`config.mk`:
```
export PLATFORM = sky130hd
export DESIGN_NAME = quant_table_loader
export DESIGN_NICKNAME = d
export VERILOG_FILES = /design/src/rtl/quant_table_loader.sv
export SDC_FILE = /design/constraint.sdc
export NUM_CORES = 1
export LEC_CHECK = 0
export ABC_AREA = 1
export CAP_MARGIN = 15
export CORE_MARGIN = 2
export CORE_UTILIZATION = 40
export CTS_BUF_LIST = sky130_fd_sc_hd__clkbuf_2 sky130_fd_sc_hd__clkbuf_4 sky130_fd_sc_hd__clkbuf_8
export DETAILED_ROUTE_END_ITERATION = 10
export PLACE_DENSITY_LB_ADDON = 0.08
export SLEW_MARGIN = 20
export SYNTH_ARGS = -nofsm -noshare
export SYNTH_HDL_FRONTEND = slang
export SYNTH_SLANG_ARGS = --single-unit
```
`constraint.sdc`:
```
create_clock -name clk -period 20.2 [get_ports clk]
set_input_delay 4.04 -clock clk [delete_from_list [all_inputs] [get_ports clk]]
set_output_delay 4.04 -clock clk [all_outputs]
set_load 0.005 [all_outputs]
```
`src/rtl/quant_table_loader.sv`:
```
// Writable 8x64-bit quantisation table: byte-serial valid/ready load port and a
// registered byte-addressed read port with the same row/byte mapping as the fixed table.
module quant_table_loader #(
  parameter int DATA_W    = 8,
  parameter int NUM_BYTES = 64
) (
  input  logic              clk,
  input  logic              rst,
  input  logic              load_start,
  input  logic              wr_valid,
  input  logic [DATA_W-1:0] wr_data,
  output logic              wr_ready,
  output logic              busy,
  output logic              load_done,
  output logic              tbl_valid,
  input  logic [5:0]        a,
  output logic [DATA_W-1:0] d
);

  localparam int ROWS  = NUM_BYTES / 8;
  localparam int ROW_W = 8 * DATA_W;

  localparam logic [0:0] S_IDLE = 1'b0;
  localparam logic [0:0] S_LOAD = 1'b1;

  logic [0:0]        r_state;
  logic [5:0]        r_ptr;
  logic [ROW_W-1:0]  r_tbl [ROWS];
  logic [DATA_W-1:0] r_d;
  logic              r_done;
  logic              r_tbl_valid;

  logic              w_loading;
  logic              w_accept;
  logic              w_last;

  assign w_loading = (r_state == S_LOAD);
  assign w_accept  = w_loading && wr_valid;
  assign w_last    = (r_ptr == 6'(NUM_BYTES - 1));

  assign wr_ready  = w_loading;
  assign busy      = w_loading;
  assign load_done = r_done;
  assign tbl_valid = r_tbl_valid;
  assign d         = r_d;

  // Byte 0 of a row sits in the top byte lane, so the lane base is (7 - pos) * 8.
  always_ff @(posedge clk or posedge rst) begin
    if (rst) begin
      r_state     <= S_IDLE;
      r_ptr       <= 6'd0;
      r_d         <= '0;
      r_done      <= 1'b0;
      r_tbl_valid <= 1'b0;
      for (int i = 0; i < ROWS; i++) begin
        r_tbl[i] <= '0;
      end
    end else begin
      r_d    <= r_tbl[a[5:3]][{~a[2:0], 3'b000} +: DATA_W];
      r_done <= 1'b0;

      if (w_accept) begin
        r_tbl[r_ptr[5:3]][{~r_ptr[2:0], 3'b000} +: DATA_W] <= wr_data;
        r_ptr <= r_ptr + 6'd1;
        if (w_last && !load_start) begin
          r_state     <= S_IDLE;
          r_done      <= 1'b1;
          r_tbl_valid <= 1'b1;
        end
      end

      // A restart overrides any pointer advance or completion from the same edge.
      if (load_start) begin
        r_state     <= S_LOAD;
        r_ptr       <= 6'd0;
        r_tbl_valid <= 1'b0;
      end
    end
  end

endmodule
```
; ---- Word level (Yosys, flattened, before mapping)
; Cells that the tools add are included.
[totals]
wordCells = 49
register_bits = 529
in_bits = 18
out_inout_bits = 12
[classes]
n_shift = 3
n_reduce_logical = 7
bitwise = 4
addsub = 2
mux = 16
eq_ne = 1
magnitude_cmp = 3
[ops]
columns = op, n
row1 = $bwmux 512, 1
row2 = $bmux 64 s3, 1
row3 = $demux 64 s3, 1
row4 = $mux 64, 3
row5 = $shift 8x8->64 const A, 1
row6 = $shiftx 64x7->8, 1
row7 = $shiftx 8x8->64, 1
row8 = $mux 6, 2
row9 = $ge 4x4->1 const B, 2
row10 = $mux 1, 8
row11 = $neg 6->8, 1
row12 = $not 3->4, 2
row13 = $add 6x1->6 const B, 1
row14 = $eq 6x6->1 const B, 1
row15 = $not 3->3, 2
row16 = $lt 4x1->1 const B, 1
row17 = $reduce_bool 2->1, 2
row18 = $logic_and 1x1->1, 3
row19 = $reduce_and 2->1, 1
row20 = $logic_not 1->1, 1

; ---- Depth between registers and ports, before layout
; Gate-level depths: netlist (run 1).
[logic_depth]
depth_word = 6
ltp_mapped = 12
depth_no_buf = 9

; ---- Least setup slack after synthesis (run 1)
; OpenSTA, ideal clock, no wires.
[synth_path]
path_type = in2reg
start = input a[3]
end = register r_d[4] (netlist: d[4])
setup_time_ns = 0.065
stages = 12
required_ns = 20.135
path_buffers = 3
slack_ns = 14.946
t_arrival_ns = 5.189
path_cell_list = buf_2 inv_1 buf_2 clkbuf_1 nand2_1 nand3_1 nand3_1 nand2_1 nand2_1 nand3_1 nand3_1 nand2_1
[synth_via]
elab_chain_cells = 5
[synth_rtl]
columns = element, line
row1 = start: declaration, 16  ; input logic [5:0] a,
row2 = $not 3->4 (implied by the code), 59  ; r_d <= r_tbl[a[5:3]][{~a[2:0], 3'b000} +: DATA_W];
row3 = $bmux 64 s3, 59
row4 = $mux 64 (implied by the code) (2 in series), 59
row5 = $shiftx 64x7->8, 59
row6 = end signal: assignment, 59
row7 = end: declaration, 29  ; logic [DATA_W-1:0] r_d;
; Every way passes these cells. The select of a mux whose other input is x is not followed.
; A chain may end at the register's enable or synchronous reset.

; ---- Final worst setup path (run 1)
; Ends and elaborated chain as after synthesis.

==> results of run 1 <==
metal layers:
layer  share of wire (%)  global-route usage (%)  vias up
met5                   0                       0        -
met2                  44                   37.05      599
met3                 6.0                   5.089      111
li1                    -                       -     9783
met1                  47                   35.09     9873
met4                 2.6                   7.481        0
logic make-up (layout without fill, tap and decap cells):
family | count (synthesis) | count (layout) | share of synthesized area [%]
AND/OR/NAND/NOR | 1678 | 1678 | 28.72
AO/OA/AOI/OAI | 547 | 547 | 11.47
flip-flops | 529 | 529 | 55.16
buffers and inverters | 270 | 270 | 4.494
adder cells (fa/ha/maj) | 3 | 3 | 0.1564
other | 0 | 1 | 0
power breakdown:
part / switching [mW] / total [mW] / internal (mW)
registers: 0.0308 / 1.14 / 1.11
clock network: 0.451 / 1.04 / 0.587
logic: 0.180 / 0.246 / 0.0658
path summary, 6_finish.rpt:
kind | to | slack (ns) | cells past startpoint
setup reg to reg | r_tbl[73]$_DFFE_PP0P_ | 17.31 | 7
max in group asynchronous | r_tbl[429]$_DFFE_PP0P_ | 13.98 | 4
hold / removal | r_tbl[86]$_DFFE_PP0P_ | 0.48 | 2
setup / recovery | d[4]$_DFF_PP0_ | 13.63 | 11
hold reg to reg | r_tbl[86]$_DFFE_PP0P_ | 0.48 | 2
min in group asynchronous | r_tbl[85]$_DFFE_PP0P_ | 3.92 | 2
final cells by class:
cell class	instances	area share, %
Sequential cell	529	49.74
Multi-Input combinational cell	2228	36.38
Clock buffer	152	7.084
Tap cell	773	3.634
Timing Repair Buffer	58	2.120
Inverter	45	0.7052
Clock inverter	15	0.3291
Antenna cell	1	0.009402
critical path, stage by stage:
cell and delay [ns]:
clkbuf_8 0.26, buf_4 0.74, buf_4 0.85, nand2_1 0.12, nand3_1 0.13, nand3_1 0.09, nand2_1 0.09, nand2_1 0.05
nand3_1 0.17, nand3_1 0.25, nand2_1 0.12
per-stage QoR:
stage	total power, mW	hold slack (ns)	setup slack (ns)	area (sq um)
after floorplan	1.321	0.4520	1.378	24000
after detailed placement	1.407	0.4726	12.87	24580
after global routing	2.547	0.5004	13.54	26620
final	2.429	0.4819	13.63	26620
after CTS	2.456	0.4864	13.62	26550
after global placement	1.403	0.4652	12.92	24580
registers in the layout (all words and copies together), names as in the netlist:
signal	count
r_tbl	512
r_ptr	6
load_done	1
tbl_valid	1
busy	1
d	8
layout by cell type (no fill, tap or decap), types with 2 or more instances in the layout:
cell and count:
a21oi_1 7, buf_16 2, buf_4 25, buf_6 2
clkbuf_4 33, clkbuf_8 120, clkdlybuf4s50_1 26, clkinv_2 11
clkinvlp_4 5, dfrtp_1 529, ha_1 3, inv_1 30
inv_2 11, inv_8 2, nand2_1 1204, nand3_1 437
nor2_1 27, nor2_2 5, o21ai_0 526, o21ai_1 8
o31ai_1 4
==> results by group, run 1 <==
GRT
  – GRT Util Overall: 24.42%
  – Wire length of the first global-routing pass: 118200 um
  – Global route total overflow: 0
  – Via count of the first global-routing pass: 19520
  – Number of antenna violations at the first check in global routing: 1
  – Maximum number of pins on one net before global-route repair: 181

Synthesis
  – Library cells used by synthesis: 24
  – Sequential-to-total area share from yosys stat: 55.16%
  – Cells after synthesis: 3027
  – Main area contributors after synthesis: dfrtp_1 55%, nand2_1 19%, o21ai_0 11%, nand3_1 9.1%, clkbuf_1 2.4%
  – Synthesized area per cell: 7.928 sq um
  – Most used standard cells in the synthesized netlist: 1204 x nand2_1, 529 x dfrtp_1, 526 x o21ai_0
  – Primary flip-flop cell chosen by synthesis mapping: dfrtp_1
  – Synth Cell Area: 24000 sq um
  – Total of warnings raised by yosys: 0
  – Number of flops mapped to enable cells by yosys: 0
  – Most repeated cell in the gate-level netlist after synthesis: nand2_1
  – Synth async-reset ratio: 100.0%
  – Largest area contributor in the netlist: dfrtp_1
  – Portion of synthesized cell area occupied by the leading cell type: 55.16%
  – Register bit total from synthesis: 529
  – Post-Syn Nets: 3048

Place
  – RD Place Congestion: 0.8033
  – Number of port buffers: 29
  – Post-detailed-placement half-perimeter wirelength: 41900 um
  – Placed cell count: 3631

Layout
  – Share of cells above drive strength 1: 7.334%
  – Area delta synth->final: 10.91%
  – Number of fill cells: 5921
  – Nets: 2976
  – Multi-input gate area in the final layout: 9683 sq um
  – Sequential cell area in the final layout: 13240 sq um
  – Number of standard cells in the final layout excluding fillers: 3801
  – Final core utilization: 45.01%

Worst setup path
  – Classification of the worst setup path: input port to register
  – Arrival time at the worst endpoint: 7.17 ns
  – Largest fanout on the critical path: 82
  – Startpoint of the most critical setup path: a[3]
  – Reg2Reg Launch Point: r_ptr[0]$_DFFE_PP0P_
  – CP Capture Type: register
  – Critical Path Source Type: input port
  – Required arrival time at the worst endpoint: 20.80 ns

Drt
  – Via-to-Cell Ratio: 5.358
  – Avg WL per Cell: 19.81 um
  – Number of routed nets with antenna violations: 0
  – DRC violation total after the first TritonRoute iteration: 1864
  – Post-route DRC: 0
  – Pre-antenna DRT Iters: 5
  – DRT Wirelength: 75280 um
  – Routed vias: 20370

Clock network
  – CTS clk-pin slew, worst paths: 0.06 ns
  – Num CTS Buffers: 93
  – H-tree depth reported by CTS: 3
  – Clock tree from TritonCTS: done
  – Sinks on the clock net: 529
  – Clock latency of the later-clocked register in the worst-skew pair: 0.68 ns
  – Largest buffer count on any clock path: 3
  – Clock root cell: clkbuf_8
  – CTS Hold Buffers Added: 0
  – Count of cells resized by post-cts repair: 0
  – Setup Fix Bufs, Post-CTS: 0

Power and ir drop
  – Leak Pwr: 11.97 nW
  – Pwr per Cell Area: 91.25 nW/um^2
  – Maximum resistive drop on vdd: 0.00004624 V

Floorplanning
  – Placement row count: 89
  – Area of the die: 61970 sq um
  – Initial Utilization: 40.58%
  – Core area: 59130 sq um
  – Die H: 248.9 um
  – Number of ports placed on the die boundary: 30
  – Width of the chip: 248.9 um

Timing
  – Pins over their slew limit: 0
  – Final setup violating endpoints: 0
  – Final worst path period need: 6.568 ns
  – Period Utilization, post-route: 32.51%
  – Setup skew after layout: 0.03060 ns
  – Total Neg Setup Slack: 0 ns
  – Transition time at the pin with the least slew margin: 1.018 ns
  – Hold violation count in the final report: 0
  – Rel. slew slack: 32.13%
  – Unrepaired setup endpoints after global routing: false
  – Max frequency: 152.3 MHz

Min path
  – HP Class: register to register
  – HP Start: r_tbl[86]$_DFFE_PP0P_

Flow run
  – # Max-Cap Violations: 0

Status
  – Status: finished, final reports clean
(Power assumes the default switching activity.)
==> run 2, diff against run 1 <==
clock period = 5.4 ns   (was 20.2 ns; I/O delays follow)
==> run 2 against run 1 <==
Net effect:
- power grew to 3.8 times the previous value
- clock-buffer cell count is 1 higher
- clock power rose to 3.9 times the previous value
- flip-flop and latch count is the same
- largest cell class unchanged
==> results by group, run 2 (synthesis results as in run 1) <==
Timing
  – Transition time at the pin with the least slew margin: 1.054 ns (was 1.018 ns)
  – Setup skew after layout: 0.02455 ns (was 0.03060 ns)
  – Hold violation count in the final report: 0 (unchanged)
  – Final worst path period need: 3.123 ns
  – Unrepaired setup endpoints after global routing: false (unchanged)
  – Max frequency: 320.2 MHz
  – Final setup violating endpoints: 0 (unchanged)
  – Worst hold slack across all endpoints: 0.4823 ns (was 0.4819 ns)
  – Period Utilization, post-route: 57.84%
  – Pins over their slew limit: 0 (unchanged)
  – Rel. slew slack: 29.63% (was 32.13%)
  – Least setup slack across all paths after layout: 2.277 ns (was 13.63 ns)
  – Total Neg Setup Slack: 0 ns (unchanged)

Worst setup path
  – Slowest-stage cell, CP: nor2_2 (was buf_4)
  – CP Capture Type: register (unchanged)
  – Worst path max stage delay: 0.81 ns (was 0.85 ns)
  – Reg2Reg Launch Point: r_ptr[0]$_DFFE_PP0P_ (unchanged)
  – Classification of the worst setup path: input port to register (unchanged)
  – Path length in cells of the critical path: 7 (was 11)
  – Register-to-register path setup slack: 2.39 ns (was 17.31 ns)
  – Critical Path Source Type: input port (unchanged)
  – Dominant delay contributor by cell family on the critical path: simple AND/OR/NAND/NOR gates (was buffers and inverters)
  – Critical register-to-register path endpoint: r_tbl[232]$_DFFE_PP0P_ (was r_tbl[73]$_DFFE_PP0P_)
  – Largest fanout on the critical path: 16 (was 82)
  – Worst reg-to-reg path cell count: 8 (was 7)
  – Required arrival time at the worst endpoint: 5.95 ns (was 20.80 ns)
  – Arrival time at the worst endpoint: 3.68 ns (was 7.17 ns)
  – CP bufs+invs: 2 (was 3)
  – Series of cell instances along the critical path: clkdlybuf4s50_1, nand2_2, nor2_1, inv_1, nor2_2, nand2_1, o21ai_0 (was clkbuf_8, buf_4, buf_4, nand2_1, nand3_1, nand3_1, nand2_1, nand2_1, nand3_1, nand3_1, nand2_1)

GRT
  – Wire length of the first global-routing pass: 120300 um (was 118200 um)
  – Global route total overflow: 0 (unchanged)
  – GRT Util Overall: 24.79% (was 24.42%)
  – Via count of the first global-routing pass: 19850 (was 19520)
  – Maximum number of pins on one net before global-route repair: 143 (was 181)
  – Number of antenna violations at the first check in global routing: 3 (was 1)

Floorplanning
  – Area of the die: 61970 sq um (unchanged)
  – Die H: 248.9 um (unchanged)
  – Width of the chip: 248.9 um (unchanged)
  – Number of ports placed on the die boundary: 30 (unchanged)
  – Core area: 59130 sq um (unchanged)
  – Initial Utilization: 40.58% (unchanged)
  – Placement row count: 89 (unchanged)

Drt
  – Post-route DRC: 0 (unchanged)
  – Via-to-Cell Ratio: 5.438 (was 5.358)
  – Routed vias: 20680 (was 20370)
  – Routed length on met2: 33320 um (was 33260 um)
  – Pre-antenna DRT Iters: 5 (unchanged)
  – Met1 WL: 36360 um (was 35530 um)
  – DRT Wirelength: 76210 um (was 75280 um)
  – DRC violation total after the first TritonRoute iteration: 2193 (was 1864)
  – Avg WL per Cell: 20.04 um (was 19.81 um)
  – Number of routed nets with antenna violations: 0 (unchanged)
  – Highest metal layer with signal wires: met4 (unchanged)
  – Routed length on met3: 4701 um (was 4539 um)

Power and ir drop
  – Clock network power share: 43.9% (was 42.8%)
  – Maximum resistive drop on vdd: 0.0002324 V (was 0.00004624 V)
  – Combinational cell fraction of total power: 10.2% (was 10.1%)
  – Pwr per Cell Area: 348.1 nW/um^2 (was 91.25 nW/um^2)
  – Switching Fraction: 27.04% (was 27.27%)
  – Net Switching: 2.519 mW (was 662.4 uW)
  – Cell internal power dissipation: 6.798 mW (was 1.766 mW)
  – Leak Pwr: 12.04 nW (was 11.97 nW)
  – Sequential group share of total power: 45.9% (was 47.1%)

Layout
  – Number of standard cells in the final layout excluding fillers: 3802 (was 3801)
  – Commonest cells after routing, fill and taps aside: 1204 x nand2_1, 529 x dfrtp_1, 526 x o21ai_0, 437 x nand3_1, 125 x clkbuf_8 (was 1204 x nand2_1, 529 x dfrtp_1, 526 x o21ai_0, 437 x nand3_1, 120 x clkbuf_8)
  – Multi-input gate area in the final layout: 9686 sq um (was 9683 sq um)
  – Most common cell after layout, fill and taps aside: nand2_1 (unchanged)
  – Nets: 2978 (was 2976)
  – Share of cells above drive strength 1: 7.365% (was 7.334%)
  – Sequential cell area in the final layout: 13240 sq um (unchanged)
  – Register with the most flip-flops: r_tbl (unchanged)
  – Area delta synth->final: 11.53% (was 10.91%)
  – Final design area excluding fillers: 26760 sq um (was 26620 sq um)
  – Number of fill cells: 5979 (was 5921)
  – Largest register FFs: 512 (unchanged)

Min path
  – HP Class: register to register (unchanged)
  – Worst hold endpoint: r_tbl[82]$_DFFE_PP0P_ (was r_tbl[86]$_DFFE_PP0P_)
  – Instance count along the most critical hold path: 2 (unchanged)
  – HP Start: r_tbl[82]$_DFFE_PP0P_ (was r_tbl[86]$_DFFE_PP0P_)

Clock network
  – Sinks on the clock net: 529 (unchanged)
  – Clock tree from TritonCTS: done (unchanged)
  – CTS Hold Buffers Added: 0 (unchanged)
  – Setup Fix Bufs, Post-CTS: 0 (unchanged)
  – Count of cells resized by post-cts repair: 0 (unchanged)
  – H-tree depth reported by CTS: 3 (unchanged)
  – Clock root cell: clkbuf_8 (unchanged)
  – CTS clk-pin slew, worst paths: 0.06 ns (about the same)
  – Largest buffer count on any clock path: 3 (unchanged)
  – Num CTS Buffers: 94 (was 93)
  – Clock latency of the later-clocked register in the worst-skew pair: 0.68 ns (about the same)

Place
  – Number of port buffers: 29 (unchanged)
  – Placed cell count: 3634 (was 3631)
  – Placed standard-cell area: 24690 sq um (was 24580 sq um)
  – Worst-case setup slack after placement: 1.648 ns (was 12.87 ns)
  – Post-detailed-placement half-perimeter wirelength: 43740 um (was 41900 um)
  – RD Place Congestion: 0.8614 (was 0.8033)

Flow run
  – # Max-Cap Violations: 0 (unchanged)

Status
  – Status: finished, final reports clean (unchanged)
[run 2: changes by cell type in the layout (fill, tap and decap cells not counted), moves of 3 or more]
cell        change
buf_12          +7
bufinv_16       +3
clkbuf_4        -4
clkbuf_8        +5
clkinvlp_4      -3
[run 2: power by group through the flow]
stage	Combinational [mW]	Clock (mW)	Sequential, mW
after floorplan	0.624	0	4.32
after global placement	0.943	0	4.34
after detailed placement	0.958	0	4.34
after CTS	0.958	4.19	4.27
after global routing	1.07	4.37	4.30
final	0.951	4.09	4.28
[run 2: area by class of cell]
type,count,share of cell area (%)
sequential,529,49.46
multi-input combinational,2228,36.19
clock buffer,153,7.190
tap,773,3.614
timing repair buffer,59,2.286
inverter,45,0.7012
clock inverter,14,0.5516
antenna,1,0.009350
[run 2: worst reg2reg max path: stages (launching register included)]
cell and delay, ns:
dfrtp_1 0.42, ha_1 0.29, ha_1 0.26, nor2_1 0.15, nand2_1 0.09, nor2_1 0.77, nand2_1 0.53, inv_1 0.26
a21oi_1 0.09
[run 2: layer usage]
layer | vias up | GRT usage (%)
met3 | 117 | 4.201
met5 | - | 0
met4 | 0 | 7.082
li1 | 9797 | -
met1 | 10130 | 36.79
met2 | 637 | 37.23
[run 2: worst max path at each step]
stage / startpoint / end
final: wr_valid / r_tbl[370]$_DFFE_PP0P_
after CTS: wr_valid / r_tbl[281]$_DFFE_PP0P_
after global routing: r_ptr[0]$_DFFE_PP0P_ / r_tbl[488]$_DFFE_PP0P_
after floorplan: rst / busy$_DFFE_PP0P_
after global placement: a[3] / d[5]$_DFF_PP0_
after detailed placement: wr_valid / r_tbl[281]$_DFFE_PP0P_
[run 2: through the flow]
step / power (mW) / util (%)
2_1_floorplan: 4.943 / -
3_3_place_gp: 5.279 / 41.75
3_5_place_dp: 5.298 / 41.75
4_1_cts: 9.423 / 45.26
5_1_grt: 9.737 / 45.26
6_report: 9.317 / 45.26
